--- src/rtl/regfile_mp.sv ---
// Multi-ported integer register file with forwarding and a
// post-halt register dump stream (valid/ready).
module regfile_mp #(
  parameter int XLEN   = 32,
  parameter int NREGS  = 32,
  parameter int NRD    = 2,
  parameter int NWR    = 1,
  parameter int BYPASS = 1,
  localparam int IDXW  = $clog2(NREGS)
) (
  input  logic                 clk,
  input  logic                 rst,
  input  logic [NRD*IDXW-1:0]  rs_num,
  output logic [NRD*XLEN-1:0]  rs_data,
  input  logic [NWR*IDXW-1:0]  rd_num,
  input  logic [NWR*XLEN-1:0]  rd_data,
  input  logic [NWR-1:0]       rd_we,
  input  logic                 halted,
  output logic                 dump_valid,
  input  logic                 dump_ready,
  output logic [IDXW-1:0]      dump_idx,
  output logic [XLEN-1:0]      dump_data,
  output logic                 dump_done
);

  typedef enum logic [1:0] {
    S_IDLE,
    S_DUMP,
    S_DONE,
    S_WAIT
  } state_t;

  logic [XLEN-1:0] regs [NREGS];
  logic [IDXW-1:0] wnum [NWR];
  logic [XLEN-1:0] wdata [NWR];

  state_t          state_q, state_d;
  logic [IDXW-1:0] ptr_q, ptr_d;
  logic            halted_q;
  logic            trig;

  for (genvar j = 0; j < NWR; j++) begin : g_wr
    assign wnum[j]  = rd_num[j*IDXW +: IDXW];
    assign wdata[j] = rd_data[j*XLEN +: XLEN];
  end

  // Later ports overwrite earlier ones, so the highest port wins.
  always_ff @(posedge clk or posedge rst) begin
    if (rst) begin
      for (int i = 0; i < NREGS; i++) begin
        regs[i] <= '0;
      end
    end else begin
      for (int j = 0; j < NWR; j++) begin
        if (rd_we[j] && wnum[j] != '0) begin
          regs[wnum[j]] <= wdata[j];
        end
      end
    end
  end

  for (genvar k = 0; k < NRD; k++) begin : g_rd
    logic [IDXW-1:0] rnum;
    logic [XLEN-1:0] rv;
    assign rnum = rs_num[k*IDXW +: IDXW];
    always_comb begin
      rv = regs[rnum];
      if (BYPASS != 0) begin
        for (int j = 0; j < NWR; j++) begin
          if (rd_we[j] && wnum[j] == rnum) begin
            rv = wdata[j];
          end
        end
      end
      if (rst || rnum == '0) begin
        rv = '0;
      end
    end
    assign rs_data[k*XLEN +: XLEN] = rv;
  end

  assign trig = halted & ~halted_q;

  always_ff @(posedge clk or posedge rst) begin
    if (rst) begin
      state_q  <= S_IDLE;
      ptr_q    <= '0;
      halted_q <= 1'b0;
    end else begin
      state_q  <= state_d;
      ptr_q    <= ptr_d;
      halted_q <= halted;
    end
  end

  // Dump data bypasses the forwarding path: it shows stored contents.
  always_comb begin
    state_d    = state_q;
    ptr_d      = ptr_q;
    dump_valid = 1'b0;
    dump_idx   = '0;
    dump_data  = '0;
    dump_done  = 1'b0;
    unique case (state_q)
      S_IDLE: begin
        if (trig) begin
          state_d = S_DUMP;
          ptr_d   = '0;
        end
      end
      S_DUMP: begin
        dump_valid = 1'b1;
        dump_idx   = ptr_q;
        dump_data  = regs[ptr_q];
        if (dump_ready) begin
          if (ptr_q == IDXW'(NREGS - 1)) begin
            state_d = S_DONE;
          end else begin
            ptr_d = ptr_q + IDXW'(1);
          end
        end
      end
      S_DONE: begin
        dump_done = 1'b1;
        state_d   = S_WAIT;
      end
      S_WAIT: begin
        if (!halted) begin
          state_d = S_IDLE;
        end
      end
      default: state_d = S_IDLE;
    endcase
  end

endmodule

--- config.mk ---
export PLATFORM = sky130hd
export DESIGN_NAME = regfile_mp
export DESIGN_NICKNAME = d
export VERILOG_FILES = /design/src/rtl/regfile_mp.sv
export SDC_FILE = /design/constraint.sdc
export NUM_CORES = 2
export LEC_CHECK = 0
export CAP_MARGIN = 15
export CORE_ASPECT_RATIO = 1.2
export CORE_MARGIN = 2
export CORE_UTILIZATION = 57
export CTS_CLUSTER_DIAMETER = 200
export DETAILED_ROUTE_END_ITERATION = 12
export PLACE_DENSITY = 0.77
export SLEW_MARGIN = 20
export SYNTH_ARGS = -nofsm -noshare
export SYNTH_HDL_FRONTEND = slang
export SYNTH_SLANG_ARGS = --single-unit
--- constraint.sdc ---
create_clock -name clk -period 38.3 [get_ports clk]
set_input_delay 7.66 -clock clk [delete_from_list [all_inputs] [get_ports clk]]
set_output_delay 7.66 -clock clk [all_outputs]
set_load 0.05 [all_outputs]
==> flow_summary.json <==
{
  "maxSlewHeadroom_pct": 12.5,
  "netlist-cell-type-count": 47,
  "multiInputGateArea_sq_um": 35300,
  "start_kind": "primary input",
  "vias": 49200,
  "grtUsageTotal_pct": 40.5,
  "timing.final.crit_period_ns": 20.63,
  "setup_tns_ns": 0,
  "syn_area_sq_um": 63600,
  "swShare_pct": 33.5,
  "wl_per_cell_um": 36.2,
  "arrival_ns": 12.97,
  "p_sw_mw": 1.33,
  "grt_max_degree": 160,
  "gp_congestion": 0.903,
  "skew_ns": 0.00386,
  "dp_cells": 6141,
  "synth-edff-count": 0,
  "worstMarginPinSlew_ns": 1.31,
  "grt_pass1_wl_um": 335000,
  "p_seq_share_pct": 38.4,
  "start_util_pct": 57.3,
  "drcViolationCount": 0,
  "dp_hpwl_um": 131000,
  "coreArea_sq_um": 111000,
  "ir_worst_vdd_v": 0.0000447,
  "rows": 134,
  "ys_seq_area_share_pct": 40.6,
  "maxCapViolCount": 0,
  "io_pins": 155,
  "final_util_pct": 62.6,
  "finalSetupViolCount": 0,
  "grt_overflow_total": 0,
  "yosys_register_bits": 1032,
  "synth_area_per_cell_sq_um": 12.8,
  "syn_nets": 5026,
  "async_flop_share_pct": 100,
  "htree_levels": 3,
  "die_x_um": 309,
  "cts_root_buf": "clkbuf_16",
  "final_nets": 4816,
  "ant_nets": 0,
  "yosysWarnings": 0,
  "numClockSinks": 1032,
  "fmax_mhz": 48.5,
  "hold_buffers": 0,
  "antenna_found_initial": 24,
  "p_per_area_nw_per_um2": 57.1,
  "syn_inst": 4968,
  "cts_tree": "built",
  "drt-initial-drc-count": 7199,
  "cp_max_fo": 73,
  "synth.top_cells.by_area": "dfrtp_1 (41%), mux4_2 (22%), mux2_2 (11%)",
  "hold_class": "reg2reg",
  "run_status": "complete, no violations",
  "cts_resized": 0,
  "cts_setup_buffers": 0,
  "drt-total-wl_um": 230000,
  "cts.clk_slew.worst_paths_ns": 0.06,
  "p_comb_share_pct": 32.9,
  "io_buffers": 154,
  "synth_flop_cell": "dfrtp_1",
  "fin_cells": 6360,
  "cts_buffers": 109,
  "cp-end-kind": "output port",
  "hold-worst-slack_ns": 0.418,
  "area_growth_syn_to_layout_pct": 9.23,
  "final_cell_mix": "dfrtp_1 (1027), mux4_2 (608), mux2_2 (604), o21ai_0 (436), nand2_1 (360)",
  "final_common_cell": "dfrtp_1",
  "leakagePower_nw": 28.9,
  "period_share_pct": 53.9,
  "register_area_sq_um": 25800,
  "die_y_um": 370,
  "grt_pass1_vias": 49400,
  "nFillCells": 8298,
  "synth_top_cell_area_share_pct": 40.6,
  "finalHoldViolCount": 0,
  "rsz0062_at_grt": "no",
  "layout-drive-gt1-share_pct": 33.5,
  "viasPerCell": 7.74,
  "drtPass1Iterations": 7,
  "synth_top_cell_by_area": "dfrtp_1",
  "die_area_sq_um": 114000,
  "clockBufferDepth": 3,
  "cp_data_required_time_ns": 30.64,
  "crit_type": "in2out",
  "clock_latency_ns": 0.72,
  "clockPowerShare_pct": 28.7,
  "p_int_mw": 2.64,
  "slew_viol_final": 0
}
[registers in the layout, indices dropped and copies added, names as in the netlist]
signal and flops:
ptr_q 5, regs 1024, state_q 2, halted_q 1
[cell type report]
class	instances	share of cell area, %
clock inverter	39	0.767
tap	1496	2.69
clock buffer	160	4.66
timing repair buffer	275	3.71
multi-input combinational	3300	50.7
sequential	1032	37.2
inverter	40	0.229
antenna	18	0.0648
[power by group through the flow]
stage          clock (mW)  combinational [mW]  sequential (mW)
6_report             1.14                1.31             1.52
5_1_grt              1.18                1.37             1.55
4_1_cts              1.13                1.29             1.51
3_5_place_dp            0                1.28             1.53
3_3_place_gp            0                1.25             1.51
2_1_floorplan           0                1.03             1.44
[Yosys cell counts, drive strengths merged, types with 83 or more instances]
master / instances
dfrtp: 1032
mux2i: 339
a21oi: 83
a22oi: 128
clkbuf: 368
o21ai: 437
mux4: 608
buf: 228
nand2: 378
mux2: 782
[critical path, cell delays in order]
cell,delay [ns]
buf_8,0.55
buf_4,0.85
buf_4,0.80
mux4_2,0.37
o22ai_1,0.08
o221a_2,0.34
o32ai_1,0.95
clkdlybuf4s50_1,0.99
[through the flow]
step	total power, mW	cell area, sq um	setup WS [ns]
global placement	2.76	65600	17.92
floorplan	2.47	63600	6.27
CTS	3.93	69400	17.90
detailed placement	2.81	65600	17.92
global route	4.10	69500	17.54
finish	3.97	69500	17.67
[final timing paths]
check / start / endpoint / slack, ns / cells past startpoint
setup / recovery: rs_num[5] / rs_data[46] / 17.67 / 8
hold / removal: regs[1001] / regs[1001] / 0.42 / 0
setup reg to reg: ptr_q[0] / state_q[0] / 35.30 / 8
hold reg to reg: regs[1001] / regs[1001] / 0.42 / 0
max in group asynchronous: rst / regs[953] / 27.77 / 6
min in group asynchronous: rst / regs[513] / 7.50 / 3
[kinds of logic (layout without fill, tap and decap cells)]
kind of cell,Yosys count,in the layout,share of synthesized area [%]
AO/OA/AOI/OAI,1005,1005,10.3
XOR/XNOR,12,12,0.165
adder cells (fa/ha/maj),6,6,0.118
buffers and inverters,636,514,4.49
flip-flops,1032,1032,40.6
multiplexers,1729,1729,40.7
other,0,18,0
AND/OR/NAND/NOR,548,548,3.66
[metal layers]
layer	wire length, um	share of wire, %	vias up	global-route usage, %
met4	20700	9.0	18	30.3
met3	35500	15	1288	17.2
met2	97600	42	4323	57.1
met1	76100	33	24800	49.6
met5	151	0.066	-	0
li1	-	-	18800	-
Note: power is estimated with default switching activity, not from simulation.
